==> src/rtl/fetch_pkg.sv <==
`default_nettype none
// ============================================================================
// Module      : fetch_pkg
// Description : Shared types and constants for the fetch unit and its
//               circular fetch queue.
//               Contents:
//                 XLEN       - machine word width
//                 NOP        - instruction shown on an invalid output slot
//                 fq_entry_t - one queue entry {pc, inst}
// Revision    : 1.0 - initial release
// ============================================================================
package fetch_pkg;

  localparam int XLEN = 32;
  localparam logic [XLEN-1:0] NOP = 32'h0000_0013;

  typedef struct packed {
    logic [XLEN-1:0] pc;
    logic [XLEN-1:0] inst;
  } fq_entry_t;

endpackage
`default_nettype wire

==> src/rtl/fetch_queue.sv <==
`default_nettype none
// ============================================================================
// Module      : fetch_queue
// Description : Dual-enqueue / dual-dequeue circular buffer with flush.
//               Owns the head and tail pointers and the occupancy count.
//               Ports:
//                 clk, rst   - clock and synchronous active-high reset
//                 flush      - empties the queue; the dequeue request is ignored
//                 enq        - write two entries at tail and tail+1
//                 wr_data[1:0] - entries to write ([0] goes to tail)
//                 take       - number of head entries consumed (0..3, clamped)
//                 rd_data[1:0] - entries at head and head+1 (raw storage)
//                 count      - occupied entries
// Revision    : 1.0 - initial release
// ============================================================================
module fetch_queue
  import fetch_pkg::*;
#(
  parameter int DEPTH = 8
) (
  input  logic                       clk,
  input  logic                       rst,
  input  logic                       flush,
  input  logic                       enq,
  input  fq_entry_t [1:0]            wr_data,
  input  logic      [1:0]            take,
  output fq_entry_t [1:0]            rd_data,
  output logic [$clog2(DEPTH):0]     count
);

  localparam int PW = $clog2(DEPTH);
  localparam int CW = PW + 1;

  fq_entry_t          r_mem [DEPTH];
  logic [PW-1:0]      r_head;
  logic [PW-1:0]      r_tail;
  logic [CW-1:0]      r_count;
  logic [1:0]         w_avail;
  logic [1:0]         w_take_c;
  logic [PW-1:0]      w_head_p1;
  logic [PW-1:0]      w_tail_p1;

  // Pointer arithmetic wraps naturally because the pointers are exactly
  // log2(DEPTH) bits wide.
  assign w_head_p1 = r_head + PW'(1);
  assign w_tail_p1 = r_tail + PW'(1);

  // Decode can never take more than the slots currently presented.
  always_comb begin
    w_avail  = (r_count > CW'(1)) ? 2'd2 : r_count[1:0];
    w_take_c = (take > w_avail) ? w_avail : take;
  end

  always_ff @(posedge clk) begin
    if (rst || flush) begin
      r_head  <= '0;
      r_tail  <= '0;
      r_count <= '0;
    end else begin
      r_head  <= r_head + PW'(w_take_c);
      r_tail  <= enq ? (r_tail + PW'(2)) : r_tail;
      r_count <= r_count + (enq ? CW'(2) : CW'(0)) - CW'(w_take_c);
    end
  end

  // Storage is not reset; validity comes solely from the count.
  always_ff @(posedge clk) begin
    if (enq) begin
      r_mem[r_tail]    <= wr_data[0];
      r_mem[w_tail_p1] <= wr_data[1];
    end
  end

  assign rd_data[0] = r_mem[r_head];
  assign rd_data[1] = r_mem[w_head_p1];
  assign count      = r_count;

endmodule
`default_nettype wire

==> src/rtl/fetch_unit.sv <==
`default_nettype none
// ============================================================================
// Module      : fetch_unit
// Description : Fetch-side initiator for a dual-issue instruction memory.
//               Drives the fetch PC, captures the two returned words into a
//               circular fetch queue and presents up to two in-order
//               instructions to decode. Redirects flush the queue and reload
//               the PC.
//               Ports:
//                 clk, rst        - clock and synchronous active-high reset
//                 pc_fetch        - registered fetch address
//                 inst_in[1:0]    - words at pc_fetch and pc_fetch+4
//                 redirect_valid  - flush and reload request
//                 redirect_pc     - new fetch target (word aligned internally)
//                 dec_take        - entries consumed by decode this cycle
//                 out_valid[1:0]  - slot valid flags
//                 out_inst[1:0]   - slot instructions (NOP when invalid)
//                 out_pc[1:0]     - slot PCs
//                 fq_count        - occupied queue entries
//                 full_cycles     - saturating count of fetch-blocked cycles
// Revision    : 1.0 - initial release
// ============================================================================
module fetch_unit
  import fetch_pkg::*;
#(
  parameter int               QDepth  = 8,
  parameter logic [XLEN-1:0]  ResetPC = 32'h0000_0000
) (
  input  logic                         clk,
  input  logic                         rst,
  output logic [XLEN-1:0]              pc_fetch,
  input  logic [1:0][XLEN-1:0]         inst_in,
  input  logic                         redirect_valid,
  input  logic [XLEN-1:0]              redirect_pc,
  input  logic [1:0]                   dec_take,
  output logic [1:0]                   out_valid,
  output logic [1:0][XLEN-1:0]         out_inst,
  output logic [1:0][XLEN-1:0]         out_pc,
  output logic [$clog2(QDepth):0]      fq_count,
  output logic [XLEN-1:0]              full_cycles
);

  localparam int CW = $clog2(QDepth) + 1;
  // Enqueue needs two free slots, i.e. count <= QDepth-2.
  localparam logic [CW-1:0] C_ENQ_LIMIT = CW'(QDepth - 2);

  logic [XLEN-1:0]  r_pc;
  logic [XLEN-1:0]  r_full_cycles;
  logic             w_enq;
  logic [XLEN-1:0]  w_redirect_target;
  fq_entry_t [1:0]  w_wr_data;
  fq_entry_t [1:0]  w_rd_data;
  logic [CW-1:0]    w_count;

  // Decision uses only the registered count, so there is no path from
  // dec_take to the memory address.
  assign w_enq             = !redirect_valid && (w_count <= C_ENQ_LIMIT);
  assign w_redirect_target = redirect_pc & ~32'h0000_0003;

  assign w_wr_data[0] = '{pc: r_pc,            inst: inst_in[0]};
  assign w_wr_data[1] = '{pc: r_pc + 32'd4,    inst: inst_in[1]};

  always_ff @(posedge clk) begin
    if (rst) begin
      r_pc          <= ResetPC;
      r_full_cycles <= '0;
    end else begin
      if (redirect_valid) begin
        r_pc <= w_redirect_target;
      end else if (w_enq) begin
        r_pc <= r_pc + 32'd8;
      end
      if (!w_enq && (r_full_cycles != '1)) begin
        r_full_cycles <= r_full_cycles + 32'd1;
      end
    end
  end

  fetch_queue #(
    .DEPTH (QDepth)
  ) u_fetch_queue (
    .clk     (clk),
    .rst     (rst),
    .flush   (redirect_valid),
    .enq     (w_enq),
    .wr_data (w_wr_data),
    .take    (dec_take),
    .rd_data (w_rd_data),
    .count   (w_count)
  );

  for (genvar gi = 0; gi < 2; gi++) begin : g_slot
    assign out_valid[gi] = (w_count > CW'(gi));
    assign out_inst[gi]  = out_valid[gi] ? w_rd_data[gi].inst : NOP;
    assign out_pc[gi]    = w_rd_data[gi].pc;
  end

  assign pc_fetch    = r_pc;
  assign fq_count    = w_count;
  assign full_cycles = r_full_cycles;

endmodule
`default_nettype wire

==> config.mk <==
export PLATFORM = sky130hd
export DESIGN_NAME = fetch_unit
export DESIGN_NICKNAME = d
export VERILOG_FILES = /design/src/rtl/fetch_pkg.sv /design/src/rtl/fetch_queue.sv /design/src/rtl/fetch_unit.sv
export SDC_FILE = /design/constraint.sdc
export NUM_CORES = 1
export LEC_CHECK = 0
export ABC_AREA = 0
export CAP_MARGIN = 30
export CORE_MARGIN = 2
export CORE_UTILIZATION = 40
export CTS_CLUSTER_DIAMETER = 120
export CTS_CLUSTER_SIZE = 28
export DETAILED_ROUTE_END_ITERATION = 8
export PLACE_DENSITY = 0.58
export SYNTH_ARGS = -nofsm -noshare
export SYNTH_HDL_FRONTEND = slang
export SYNTH_SLANG_ARGS = --single-unit
==> constraint.sdc <==
create_clock -name clk -period 8.5 [get_ports clk]
set_input_delay 1.7 -clock clk [delete_from_list [all_inputs] [get_ports clk]]
set_output_delay 1.7 -clock clk [all_outputs]
set_load 0.02 [all_outputs]
==> summary.txt <==
Run status: finished clean
Final Cycle Share: 68.8%
PortBufs: 290
Initial Util: 40.5%
Pleak: 9.74 nW
DIE WIDTH: 265 um
Combinational group share of total power: 46.0%
Max cap viols: 0
Final ANT Viol Nets: 0
Placer congestion estimate: 0.818
Ys flop type: edfxtp_1
Final setup vio count: 0
Die area: 0.0703 mm^2
Final wirelength: 68500 um
Sw Pwr: 3.18 mW
Max_slew headroom: 27.7%
Area grow syn2layout: 15.9%
Fin worst setup slack: 2.65 ns
Slew @ Worst Pin: 1.08 ns
Required time worst endpoint: 6.80 ns
Yosys warning total: 0
Initial antenna violation count: 6
Via Count: 15924
Fmax: 171 MHz
CTS H-tree lvls: 1
DRC Markers: 0
Cell variety after synth: 61
Cts hold-fix bufs: 0
Largest net degree at the start of global routing: 154
Vias per Instance: 5.73
I/O pin cnt: 299
Critical path launch point type: flop
Post-CTS setup buffers: 0
Total core area: 0.0674 mm^2
CP Capture Type: output port
Final TNS setup: 0 ns
CTS buffer count: 24
Pwr Total: 9.01 mW
Min Clock Period, post-route: 5.85 ns
R2R cell count: 7
Pre-Repair DR Iteration Count: 5
Final hold violations: 0
Remaining Overflow, GRT: 0
Total GRT Usage: 19.3%
RR Startpoint: u_fetch_queue.count[3]$_SDFF_PP0_
Hold_sp: full_cycles[27]$_SDFFE_PP0P_
Power per cell area: 285 mW/mm^2
Starting DRT DRC Count: 1163
CTS max path bufs: 3
Post-synth EDFFs: 496
Worst Hold End: full_cycles[27]$_SDFFE_PP0P_
Yosys top cell by area: edfxtp_1
Worst reg2reg setup slack: 4.69 ns
Post-synthesis sequential area ratio: 59.8%
Post-synth top area share: 54.6%
Mean Syn Cell Area: 16.1 um^2
Final Max Slew Viols: 0
Yosys reg bits: 567
Global-route wire length before repair: 103000 um
CTS resizes: 0
Clk_lat worst skew: 0.59 ns
WHS Path Cells: 2
Worst VDD drop: 0.245 mV
CTS tree: done
Mapped Area: 0.0273 mm^2
Chip Height: 265 um
Synth area leaders: edfxtp_1 55%, mux4_2 20%, dfxtp_1 5.2%, nand2_1 2.6%, xnor2_1 1.3%
Synth Instances: 1692
Async SR Flop Fraction: 0%
Clock Tree Root: clkbuf_16
HPWL after DPL: 43500 um
Row Count: 95
Share of layout cells above drive strength 1: 19.8%
Clock sinks: 567
Worst Hold Class: reg -> reg
Clock network fraction of total power: 15.8%
Crit path max fanout: 153
Internal power: 5.83 mW
Vias in the first global route: 16263
RSZ-0062 raised after global routing: no
Avg WL per Cell: 24.6 um
Seq pwr share: 38.2%
Crit path kind: reg -> out
Final nets: 2007
Core Util, Final: 46.9%
Hold WS: 0.509 ns
WP data arrival: 4.15 ns
Reg2reg end: u_fetch_queue.r_mem[3][6]$_DFFE_PP_
Worst clock skew: 0.0339 ns
DP Worst Slack: 2.76 ns
Clock Pin Slew Worst Setup and Hold Paths: 0.12 ns
Sw Share: 35.3%
## cells in the final DEF (no fill, tap or decap), types with 15 or more instances in the layout
cell / count
edfxtp_1: 496
clkdlybuf4s50_1: 289
mux4_2: 248
nand2_1: 191
nor2_1: 90
dfxtp_1: 68
a21oi_1: 52
xnor2_1: 41
mux2i_1: 36
mux2_2: 31
nand3_1: 25
xor2_1: 25
clkbuf_16: 25
a211oi_1: 23
inv_1: 23
nand4_1: 23
ha_1: 17
clkbuf_1: 15
## cells by family (layout without fill, tap and decap cells)
family / Yosys count / after routing / synth area share [%]
mux: 315 / 315 / 23.1
fa+ha+maj: 20 / 20 / 0.972
simple gates: 431 / 431 / 7.93
buf+inv: 173 / 380 / 3.15
xor+xnor: 68 / 68 / 2.18
other cells: 1 / 8 / 0.0137
flops: 567 / 567 / 59.8
compound gates: 117 / 117 / 2.88
## sequential cells by signal (all words and copies together) (netlist names)
register              cells
full_cycles              32
pc_fetch                 30
u_fetch_queue.count       4
u_fetch_queue.r_head      3
u_fetch_queue.r_mem     496
u_fetch_queue.r_tail      2
## worst max-delay path by stage
stage                                             startpoint                              endpoint  slack, ns
after floorplan                               redirect_valid   u_fetch_queue.r_mem[0][0]$_DFFE_PP_       2.39
after global placement                        redirect_valid  u_fetch_queue.r_mem[3][48]$_DFFE_PP_       2.81
after detailed placement                      redirect_valid  u_fetch_queue.r_mem[3][48]$_DFFE_PP_       2.76
after CTS                 u_fetch_queue.r_head[0]$_SDFF_PP0_                            out_pc[39]       2.13
after global routing      u_fetch_queue.r_head[0]$_SDFF_PP0_                            out_pc[46]       2.29
final                     u_fetch_queue.r_head[0]$_SDFF_PP0_                            out_pc[39]       2.65
## critical path, cell delays in order, from the launching register on
cell and delay, ns:
dfxtp_4 0.38, buf_16 0.30, buf_12 0.70, buf_4 0.71, mux4_2 0.58, nand2_1 0.08, nand2_1 0.12, clkdlybuf4s50_1 0.56
## Yosys cell counts (all sizes together), types with 3 or more instances
cell	instances
o21a	3
a311oi	3
and4	10
a211oi	24
mux2	31
inv	24
xnor2	42
xor2	26
ha	18
and2	13
nand2	191
clkbuf	48
a21oi	53
o31ai	8
nand4	27
nor3	14
buf	101
edfxtp	496
or3	15
nor4	15
or4	9
nor2	92
o21ai	11
dfxtp	71
nand3	26
o2111ai	3
and3	10
mux4	248
a2111oi	4
mux2i	36
or2	3
## layout make-up
type	count	area, um^2
antenna	2	5.00
clock buffer	40	682
clock inverter	4	41.3
fill	5745	35800
inverter	24	90.1
multi-input combinational	957	10200
sequential	567	16300
tap	873	1090
timing repair buffer	312	3190
## layer usage
metal	GRT usage, %	part of all wire [%]
met3	3.13	5.7
met4	3.56	1.5
met5	0	0.080
met1	26.0	42
met2	33.3	51
## power by group through the flow
| stage | clock network, mW | logic (mW) | registers (mW) |
|---|---|---|---|
| floorplan | 0 | 2.63 | 3.46 |
| global placement | 0 | 4.12 | 3.54 |
| detailed placement | 0 | 4.15 | 3.56 |
| CTS | 1.48 | 4.17 | 3.49 |
| global route | 1.57 | 4.44 | 3.47 |
| finish | 1.42 | 4.15 | 3.44 |
## metrics by stage
step	instance area, um^2	instances
finish	31600	2779
detailed placement	30800	2731
CTS	31600	2775
floorplan	27300	1697
global placement	30800	2729
global route	31600	2778
(Power assumes the default switching activity.)
